--- src/rtl/hysteresis_tracker.sv ---
// Causal hysteresis tracker: promotes weak pixels next to resolved edges; optional HYST_EDGE_COUNT_EN adds per-frame edge count.
// Latency: 1 cycle, all outputs registered, one pixel per clock sustained.
// Backpressure: none; every accepted pixel yields exactly one output, idle cycles hold state.
module hysteresis_tracker #(
   parameter int WIDTH  = 320,
   parameter int HEIGHT = 240,
   parameter int CNT_W  = 17
) (
   input  logic             clk,
   input  logic             rst,
   input  logic             in_valid,
   input  logic             in_sof,
   input  logic [1:0]       in_class,
   output logic             out_valid,
   output logic             out_edge,
   output logic             out_sol,
   output logic             out_eof,
   output logic [CNT_W-1:0] edge_count
);
   localparam int CW = (WIDTH > 2) ? $clog2(WIDTH) : 1;
   localparam int RW = (HEIGHT > 2) ? $clog2(HEIGHT) : 1;
   localparam logic [CW-1:0] LAST_COL = CW'(WIDTH - 1);
   localparam logic [RW-1:0] LAST_ROW = RW'(HEIGHT - 1);

   logic [CW-1:0]    col, eff_col, ur_idx;
   logic [RW-1:0]    row, eff_row;
   logic [WIDTH-1:0] line_buf;
   logic             l_reg, u_reg, ul_reg;
   logic             first_row, first_col, last_col, is_eof;
   logic             n_l, n_ul, n_u, n_ur, ur_raw, edge_bit;

   always_comb begin
      eff_col   = in_sof ? '0 : col;
      eff_row   = in_sof ? '0 : row;
      first_col = (eff_col == '0);
      first_row = (eff_row == '0);
      last_col  = (eff_col == LAST_COL);
      is_eof    = last_col && (eff_row == LAST_ROW);
      // At the last column this prefetches entry 0, which becomes U for the next row's x=0
      ur_idx    = last_col ? '0 : eff_col + 1'b1;
      ur_raw    = line_buf[ur_idx];
      n_l       = first_col ? 1'b0 : l_reg;
      n_ul      = (first_col || first_row) ? 1'b0 : ul_reg;
      n_u       = first_row ? 1'b0 : u_reg;
      n_ur      = (first_row || last_col) ? 1'b0 : ur_raw;
      edge_bit  = in_class[1] | (in_class[0] & (n_l | n_ul | n_u | n_ur));
   end

   always_ff @(posedge clk) begin
      if (rst) begin
         col       <= '0;
         row       <= '0;
         l_reg     <= 1'b0;
         u_reg     <= 1'b0;
         ul_reg    <= 1'b0;
         out_valid <= 1'b0;
         out_edge  <= 1'b0;
         out_sol   <= 1'b0;
         out_eof   <= 1'b0;
      end else begin
         out_valid <= in_valid;
         out_edge  <= in_valid & edge_bit;
         out_sol   <= in_valid & first_col;
         out_eof   <= in_valid & is_eof;
         if (in_valid) begin
            l_reg  <= edge_bit;
            u_reg  <= ur_raw;
            ul_reg <= u_reg;
            if (last_col) begin
               col <= '0;
               row <= (eff_row == LAST_ROW) ? '0 : eff_row + 1'b1;
            end else begin
               col <= eff_col + 1'b1;
               row <= eff_row;
            end
         end
      end
   end

   // Buffer contents need no reset: row 0 never reads them
   always_ff @(posedge clk) begin
      if (!rst && in_valid)
         line_buf[eff_col] <= edge_bit;
   end

`ifdef HYST_EDGE_COUNT_EN
   logic [CNT_W-1:0] run_cnt, run_base, run_next;

   always_comb begin
      run_base = in_sof ? '0 : run_cnt;
      run_next = run_base + {{(CNT_W-1){1'b0}}, edge_bit};
   end

   always_ff @(posedge clk) begin
      if (rst) begin
         run_cnt    <= '0;
         edge_count <= '0;
      end else if (in_valid) begin
         if (is_eof) begin
            edge_count <= run_next;
            run_cnt    <= '0;
         end else begin
            run_cnt    <= run_next;
         end
      end
   end
`else
   assign edge_count = '0;
`endif
endmodule

--- config.mk ---
export PLATFORM = sky130hd
export DESIGN_NAME = hysteresis_tracker
export DESIGN_NICKNAME = d
export VERILOG_FILES = /design/src/rtl/hysteresis_tracker.sv
export SDC_FILE = /design/constraint.sdc
export NUM_CORES = 1
export LEC_CHECK = 0
export CAP_MARGIN = 20
export CELL_PAD_IN_SITES_DETAIL_PLACEMENT = 1
export CELL_PAD_IN_SITES_GLOBAL_PLACEMENT = 1
export CORE_MARGIN = 4
export CORE_UTILIZATION = 51
export CTS_CLUSTER_DIAMETER = 150
export CTS_CLUSTER_SIZE = 28
export DETAILED_ROUTE_END_ITERATION = 8
export PLACE_DENSITY_LB_ADDON = 0.1
export SETUP_SLACK_MARGIN = 0.02
export SLEW_MARGIN = 5
export SYNTH_ARGS = -nofsm -noshare
export SYNTH_HDL_FRONTEND = slang
export SYNTH_SLANG_ARGS = --single-unit
--- constraint.sdc ---
create_clock -name clk -period 14.05 [get_ports clk]
set_clock_uncertainty 0.05 [all_clocks]
set_input_delay 2.81 -clock clk [delete_from_list [all_inputs] [get_ports clk]]
set_output_delay 2.81 -clock clk [all_outputs]
set_load 0.05 [all_outputs]
Word level (Yosys, flattened, before mapping)
Index checks and enable logic that the tools add are counted.
{ "classes": {"addsub": 2, "magnitude_cmp": 3, "eq_ne": 2, "muxes": 14, "bitwise_logic": 8, "reduce_logical": 8} }
{ "op_table": {"columns": ["op", "count"], "rows": [
  ["320-bit bitwise mux", 1],
  ["8-bit 2-to-1 mux", 3],
  ["9-bit by 10-bit less-than comparator with 1-bit output (second input constant)", 2],
  ["9-bit 2-to-1 mux", 2],
  ["9-bit by 1-bit adder with 9-bit output (second input constant)", 1],
  ["1-bit binary-select mux with 9-bit select", 1],
  ["1-bit demux with 9-bit select", 1],
  ["9-bit equality test (second input constant)", 1],
  ["9-bit by 1-bit >= comparator with 1-bit output (second input constant)", 1],
  ["9-bit zero test", 1],
  ["8-bit by 1-bit adder with 8-bit output (second input constant)", 1],
  ["8-bit equality test (second input constant)", 1],
  ["8-bit zero test", 1],
  ["1-bit 2-to-1 mux", 6],
  ["1-bit AND", 4],
  ["1-bit OR", 4],
  ["1-bit logical AND", 3],
  ["1-bit logical OR", 2],
  ["1-bit zero test", 1]
]} }
{ "word_totals": {"register_bits": 344, "output_inout_bits": 21, "elab_cells": 47} }

Depth between registers and ports, before layout
Gate-level depths: netlist of the first run.
{ "depth": {"word_depth": 10, "mapped_depth": 20, "depth_no_buf": 12} }

Worst setup path after synthesis of the first run
No wires, ideal clock.
{ "synth_path": {"path_type": "input -> register", "startpoint": "input port in_sof", "endpoint": "register line_buf[0], data pin", "setup_ns": 0.975, "t_arrival_ns": 10.038, "path_slack_ns": 2.986, "stages": 17, "n_path_buf": 5, "path_cell_list": "buf_2 > nor2b_1 > clkbuf_1 > buf_1 > ha_1 > clkbuf_1 > and3_1 > buf_2 > nand2_1 > mux4_2 > a211oi_1 > o211ai_1 > nor4_2 > nor4_1 > o31ai_4 > nand4_1 > nand2_1"} }
{ "synth_between": {"elab_chain_cells": 10, "word_cells_on_any_way": 26, "cone_classes": "1 x add/sub; 2 x order compare; 1 x eq/ne; 12 x mux; 5 x bitwise; 5 x reduce/logical"} }
{ "synth_lines": {"columns": ["element", "line", "text"], "rows": [
  ["start: declaration", "12", "input logic in_sof,"],
  ["9-bit 2-to-1 mux / 8-bit 2-to-1 mux (equally long branches)", "33, 34", null],
  ["9-bit by 1-bit adder with 9-bit output (tied with other cells)", "40", "ur_idx = last_col ? '0 : eff_col + 1'b1;"],
  ["9-bit 2-to-1 mux / 1-bit logical OR (equally long branches)", "40, 43", null],
  ["1-bit binary-select mux with 9-bit select / 1-bit 2-to-1 mux (equally long branches)", "41, 43", null],
  ["1-bit 2-to-1 mux (not written as such) / 1-bit OR (equally long branches)", "41, 46", null],
  ["1-bit 2-to-1 mux / 1-bit OR (equally long branches)", "45, 46", null],
  ["1-bit OR (*)", "46", "edge_bit = in_class[1] | (in_class[0] & (n_l | n_ul | n_u | n_ur));"],
  ["1-bit AND (*)", "46", null],
  ["1-bit OR (*)", "46", null],
  ["named net edge_bit", "30", "logic n_l, n_ul, n_u, n_ur, ur_raw, edge_bit;"],
  ["320-bit bitwise mux (*)", "83", "line_buf[eff_col] <= edge_bit;"],
  ["end signal: indexed assignment", "83", null],
  ["end: declaration", "27", "logic [WIDTH-1:0] line_buf;"]
]} }
The timed path passes the listed nets; every way through them passes the cells marked *. The select of a mux whose other input is x is not followed.
A chain may end at the register's enable or synchronous reset.

Final worst setup path of the first run
{ "layout_path": {"startpoint": "input port in_sof", "endpoint": "register line_buf[138], data pin"} }
Same word-level chain as after synthesis.

==> impl_results.md, run 1 <==
* Status: finished, final reports clean
* Routed WL at 49100 um
* EDFF count, synth at 320
* H-Tree Depth at 1
* CORE AREA at 30900 um^2
* R2R cell count at 15
* CP bufs+invs at 7
* Yosys cell types at 66
* Synth Area in Compound Gates at around 6.7%
* Iter 0 DRT Violations at ~1400
* Max frequency at 114 MHz
* CTS Buf Count at 16
* Initial core utilization at 52.3%
* Vias in the first global route at 11800
* Initial antenna violation count at 0
* Largest net degree at the start of global routing at roughly 250
* Via density at 6.34
* Grt total ovfl at 0
* RSZ-0062 raised after global routing: false
* Synth Area in XOR/XNOR at 0.271%
* Synth warnings at 0
* Worst Path Required at between 10 and 15 ns
* Ant diodes at 0
* FF+latch count, synth at approximately 340
* FF-to-FF End: line_buf[138]
* P_leak at around 5.2 nW
* Biggest regs: line_buf x320, col x9, row x8
* Routed Antenna Nets at 0
* Critical Path Max Stage Delay at slightly above 0.7 ns
* Hold_ws at 0.446 ns
* # fillers at approximately 3300
* CP delay by family, top: buffers and inverters
* Max reg flops at 320
* Worst path slowest cell: buf_4
* Largest family of logic cells by synthesized area: simple AND/OR/NAND/NOR gates
* R2R Setup Slk at about 7.6 ns
* Worst R2R Start: col[0]
* Total Routing Usage GR at 28.6%
* Port-buffer cells at 9
* Final hold violations at 0
* Crit path cell chain: clkdlybuf4s50_1 > buf_4 > nor2b_4 > buf_4 > inv_1 > buf_4 > o31ai_4 > buf_4 > nand2_1 > a31oi_1 > nand4_1 > o21ai_0 > or4b_1 > o31a_1 > nand4_1 > nand2_4 > buf_12
* Max FO, Critical Path at roughly 240
* Design Area, Final at about 17000 um^2
* CP startpoint: in_sof
* DR pass1 iterations at 6
* Top reg by flops: line_buf
* Mux cell area share after synthesis at ~5.1%
* Setup TNS at 0 ns
* CP arrival at slightly below 9 ns
* Clk_lat worst skew at roughly 0.53 ns
* Root Driver: clkbuf_16
* Number of top-level pins at 27
* VDD IR max at a little under 100 uV
* Relative slew slack at 18.4%
* Post-synthesis simple-gate area fraction at approximately a fifth
* Row Count at 64
* Synthesized-area fraction occupied by adder cells at less than 1%
* Layout Nets at about 1500
* Critical path capture point type: flop
* Min Tclk post-route at 8.74 ns
* Full die area at 34600 um^2
* Reg clk slew, reported paths at 0.11 ns
* Max-capacitance violation count at 0
* CTS tree: yes
* Worst-case clock buffer depth at 3
* Number of cells on the critical path at 17
* CP Launch Type: input pin
* Hold Crit Class: flop to flop
* Final setup viols at 0
* PwrDens at ~110 nW/um^2
* Worst setup path class: input pin to flop
* Vias at between 10000 and 15000
* First-pass GRT wire length at 73700 um
* Mapped Cells at ~1500
* Final Slew Violations at 0
* Die H at ~190 um
* Area after DPL at approximately 16000 um^2
* Area growth syn-to-layout at 4.87%
* DRC Markers at 0
* Layout cells sized above 1 at around 5.7%
* CTS-repair resized insts at 0
* Asr flop ratio synth at 0%
* Worst Setup EP: line_buf[138]
* Sink Count at around 340
* Most common cell on crit path: buf_4
* Top_reg_cell synth: edfxtp_1
* Fin crit share at 62.2%
* Post-CTS Setup Bufs at 0
* GPL Wtd Cong at 0.920
* Hpwl dp at around 29000 um
* Post-synthesis sequential area ratio at between 60% and 70%
* Avg Inst Size Synth at approximately 11 um^2
* Wire per inst at between 20 and 30 um
* CTS Hold Bufs at 0
* Least-Margin Pin Slew at between 1 and 1.5 ns
* Die W at roughly 190 um
* Mapped cell area at around 16000 um^2
==> layer usage <==
| metal | GRT usage (%) | wire, um | up-vias |
|---|---|---|---|
| met2 | 48.0 | 23700 | 403 |
| met5 | 0 | 0 | - |
| li1 | - | - | 5188 |
| met3 | 4.36 | 3440 | 107 |
| met4 | 8.95 | 1830 | 0 |
| met1 | 38.9 | 20100 | 6035 |
==> metrics by stage <==
stage | cells | setup slack [ns] | utilization (%) | power [mW]
finish | 1852 | 5.31 | 54.9 | 1.80
floorplan | 1528 | 2.99 | - | 1.24
CTS | 1851 | 5.45 | 54.8 | 1.81
global placement | 1823 | 5.16 | 53.3 | 1.26
global route | 1852 | 5.04 | 54.9 | 1.86
detailed placement | 1823 | 4.97 | 53.3 | 1.26
==> logic make-up after synthesis <==
group	after synthesis
other	1
and+or+nand+nor	788
adders and majority gates	6
muxes	70
AOI/OAI and AO/OA	150
buffers and inverters	148
xor gates and xnor gates	5
DFF	344
==> cell usage after synthesis, drive strengths merged, types with 2 or more instances <==
| master | number | area [um^2] |
|---|---|---|
| a211o | 2 | 17.5 |
| or4b | 2 | 20.0 |
| nand4 | 27 | 169 |
| o31ai | 4 | 71.3 |
| inv | 11 | 41.3 |
| and3 | 7 | 43.8 |
| a32o | 2 | 20.0 |
| and4 | 2 | 17.5 |
| nor4b | 3 | 32.5 |
| clkbuf | 89 | 334 |
| nor4 | 7 | 50.1 |
| a31oi | 13 | 81.3 |
| dfxtp | 24 | 480 |
| a22oi | 6 | 45.0 |
| buf | 46 | 323 |
| o211ai | 2 | 15.0 |
| ha | 6 | 75.1 |
| nand3 | 84 | 420 |
| a21oi | 27 | 135 |
| nand3b | 2 | 15.0 |
| nand2 | 205 | 769 |
| nor2b | 11 | 68.8 |
| clkinv | 2 | 7.51 |
| mux2i | 55 | 551 |
| xnor2 | 3 | 26.3 |
| nor2 | 382 | 1430 |
| a32oi | 23 | 201 |
| o22ai | 6 | 37.5 |
| edfxtp | 320 | 9610 |
| o221ai | 5 | 43.8 |
| nand2b | 3 | 18.8 |
| o21ai | 28 | 140 |
| a211oi | 8 | 60.1 |
| o32ai | 3 | 26.3 |
| mux4 | 9 | 203 |
| xor2 | 2 | 17.5 |
| nor3b | 3 | 22.5 |
| a2bb2oi | 3 | 26.3 |
| a2111oi | 8 | 70.1 |
| or3 | 3 | 18.8 |
| mux2 | 6 | 67.6 |
| nor3 | 35 | 180 |
| and2 | 9 | 56.3 |
==> worst register-to-register path: stages (launching register included) <==
cell     delay, ns
dfxtp_1       0.63
nor2b_4       0.39
buf_4         0.44
inv_1         0.43
buf_4         0.34
o31ai_4       0.08
buf_4         0.71
nand2_1       0.20
a31oi_1       0.20
nand4_1       0.13
o21ai_0       0.41
or4b_1        0.19
o31a_1        0.25
nand4_1       0.21
nand2_4       0.58
buf_12        0.62
==> cell type report <==
cell class	instances	area, um^2	area share, %
tap	396	495	2.92
timing repair buffer	35	305	1.80
clock inverter	1	20.0	0.118
sequential	344	10100	59.5
clock buffer	27	463	2.73
multi-input combinational	1036	5540	32.7
inverter	13	48.8	0.288
==> how the worst min path moves through the flow <==
stage | from | end | depth (start not counted)
global placement | u_reg | u_reg | 2
finish | u_reg | u_reg | 2
floorplan | u_reg | u_reg | 2
global route | u_reg | u_reg | 2
CTS | u_reg | u_reg | 2
detailed placement | u_reg | u_reg | 2
==> cell usage in the layout, fill, tap and decap left out, types with 12 or more instances in the layout <==
master / instances
o21ai_0: 27
buf_4: 24
a31oi_1: 12
a32oi_1: 23
nand3_1: 76
nand4_1: 27
mux2i_1: 55
nor2_1: 382
conb_1: 17
edfxtp_1: 320
nor3_1: 32
dfxtp_1: 24
clkbuf_16: 17
nand2_1: 204
a21oi_1: 26
==> where the power goes <==
| part | total, mW | internal (mW) | switching (mW) |
|---|---|---|---|
| Combinational | 0.117 | 0.0284 | 0.0886 |
| Clock | 0.561 | 0.234 | 0.327 |
| Sequential | 1.12 | 1.12 | 0.00215 |
(Power assumes the default switching activity.)
==> run 2: changes to the inputs <==
==> constraint.sdc (replaced) <==
create_clock -name clk -period 8.4 [get_ports clk]
set_clock_uncertainty 0.05 [all_clocks]
set_input_delay 1.68 -clock clk [delete_from_list [all_inputs] [get_ports clk]]
set_output_delay 1.68 -clock clk [all_outputs]
set_load 0.05 [all_outputs]
==> impl_results.md, run 2 (synthesis gave the netlist of run 1 again) <==
* Least-Margin Pin Slew at 1.15 ns (-0.0630 ns)
* Min Tclk post-route at 7.04 ns
* Max reg flops at 320 (unchanged)
* CP Launch Type: input pin
* Full die area at 34600 um^2 (unchanged)
* Core Util, Final at 55.2% (+0.30 points)
* Row Count at 64 (unchanged)
* CTS tree: yes
* Max-capacitance violation count at 0 (unchanged)
* CTS Hold Bufs at 0 (unchanged)
* First-pass GRT wire length at 74700 um (+1.3%)
* Port-buffer cells at 9 (unchanged)
* Clk_lat worst skew at 0.55 ns (+0.02 ns)
* Number of top-level pins at 27 (unchanged)
* Reg clk slew, reported paths at 0.11 ns (about the same)
* Total Routing Usage GR at 29.2% (+0.51 points)
* Largest net degree at the start of global routing at 114 (-53%)
* CP arrival at 7.21 ns (-1.64 ns)
* RSZ-0062 raised after global routing: false
* GPL Wtd Cong at 0.858 (-6.7%)
* Crit path cell chain: clkdlybuf4s50_1 > nor2b_1 > ha_2 > and3_1 > nand3_1 > a21oi_2 > buf_4 > a221oi_1 > nand4_1 > o21ai_0 > or4b_1 > o31a_1 > nand4_1 > nand2_8 > buf_12
* CORE AREA at 30900 um^2 (unchanged)
* PwrDens at 176 nW/um^2 (+66%)
* CTS Buf Count at 16 (unchanged)
* Max frequency at roughly 140 MHz
* VDD IR max at 203 uV (+110%)
* Iter 0 DRT Violations at 1175 (-18%)
* Critical Path Max Stage Delay at 0.68 ns (-0.03 ns)
* Routed WL at 50400 um (+2.7%)
* Wire per inst at 27.0 um (+1.8%)
* Worst path slowest cell: a21oi_2
* Die H at 186 um (unchanged)
* Final setup viols at 0 (unchanged)
* Setup TNS at 0 ns (unchanged)
* WHS Path Cells at 2 (unchanged)
* Vias at 11900 (+1.3%)
* Initial antenna violation count at 0 (unchanged)
* CP bufs+invs at 3 (-4)
* Hold_ws at 0.437 ns (-0.00903 ns)
* Area growth syn-to-layout at 5.45%
* Design Area, Final at 17100 um^2 (+0.55%)
* Initial core utilization at 52.3% (unchanged)
* Final Slew Violations at 0 (unchanged)
* Post-Place Setup Slack at 0.939 ns (-4.03 ns)
* Top reg by flops: line_buf
* CTS-repair resized insts at 0 (unchanged)
* Sink Count at 344 (unchanged)
* Grt total ovfl at 0 (unchanged)
* Vias in the first global route at 12200 (+2.7%)
* Routed Antenna Nets at 0 (unchanged)
* Fin crit share at roughly 84%
* H-Tree Depth at 1 (unchanged)
* CP delay by family, top: simple AND/OR/NAND/NOR gates
* Worst setup path class: input pin to flop
* Layout cells sized above 1 at 6.32% (+0.62 points)
* Non-filler instance count after layout at 1868 (+0.86%)
* Fin worst setup slack at 1.36 ns (-3.95 ns)
* Hold Crit Class: flop to flop
* Ant diodes at 0 (unchanged)
* Relative slew slack at 22.6% (+4.2 points)
* P_leak at 5.22 nW (+1.4%)
* Area after DPL at 16600 um^2 (+0.67%)
* Die W at 186 um (unchanged)
* DRC Markers at 0 (unchanged)
* Biggest regs: line_buf x320, col x9, row x8
* Status: finished, final reports clean
* Layout Nets at 1474 (+1.1%)
* Post-CTS Setup Bufs at 0 (unchanged)
* Worst-case clock buffer depth at 3 (unchanged)
* Critical path capture point type: flop
* Most common cell after layout, fill and taps aside: nor2_1
* Hpwl dp at 30900 um (+6.3%)
* Final hold violations at 0 (unchanged)
* Via density at 6.37 (+0.48%)
* Placed Instances at 1839 (+0.88%)
* Number of cells on the critical path at 15 (-2)
* R2R cell count at 14 (-1)
* Max FO, Critical Path at 113 (-54%)
* Root Driver: clkbuf_16
* DR pass1 iterations at 5 (-1)
* Worst Path Required at 8.57 ns (-5.59 ns)
* Most common cell on crit path: nand4_1
* Total Power at 3.01 mW (+67%)
* Commonest cells after routing, fill and taps aside: nor2_1 (382), edfxtp_1 (320), nand2_1 (204)
[run 2: layer usage]
layer | GRT usage (%) | wire [um] | up-vias
met1 | 39.0 | 20600 | 6156
li1 | - | - | 5215
met5 | 0 | 0 | -
met3 | 5.02 | 3730 | 95
met2 | 49.4 | 24300 | 425
met4 | 8.48 | 1720 | 0
[run 2: cell type report]
class                           instances  area [um^2]
Multi-Input combinational cell       1036         5510
Clock inverter                          2         36.3
Clock buffer                           26          438
Sequential cell                       344        10100
Tap cell                              396          495
Fill cell                            3299        13900
Timing Repair Buffer                   51          443
Inverter                               13         48.8
[run 2: where the power goes]
group / total (mW) / leakage (nW) / switching (mW) / internal [mW]
clock network: 0.926 / 0.226 / 0.551 / 0.375
registers: 1.88 / 3.07 / 0.00361 / 1.88
logic: 0.202 / 1.93 / 0.151 / 0.0513
total: 3.01 / 5.22 / 0.705 / 2.30
[run 2: worst reg2reg max path, delay by kind of cell, from the launching register on]
family | cells | cell delay (ns)
AO/OA/AOI/OAI | 4 | 1.18
adder cells (fa/ha/maj) | 1 | 0.43
buffers and inverters | 2 | 0.75
flip-flops | 1 | 0.51
AND/OR/NAND/NOR | 7 | 2.42
[run 2: final timing paths]
kind,startpoint,endpoint,slack (ns)
setup / recovery,in_sof,line_buf[299],1.36
hold / removal,u_reg,u_reg,0.44
setup reg to reg,col[1],line_buf[299],2.67
hold reg to reg,u_reg,u_reg,0.44
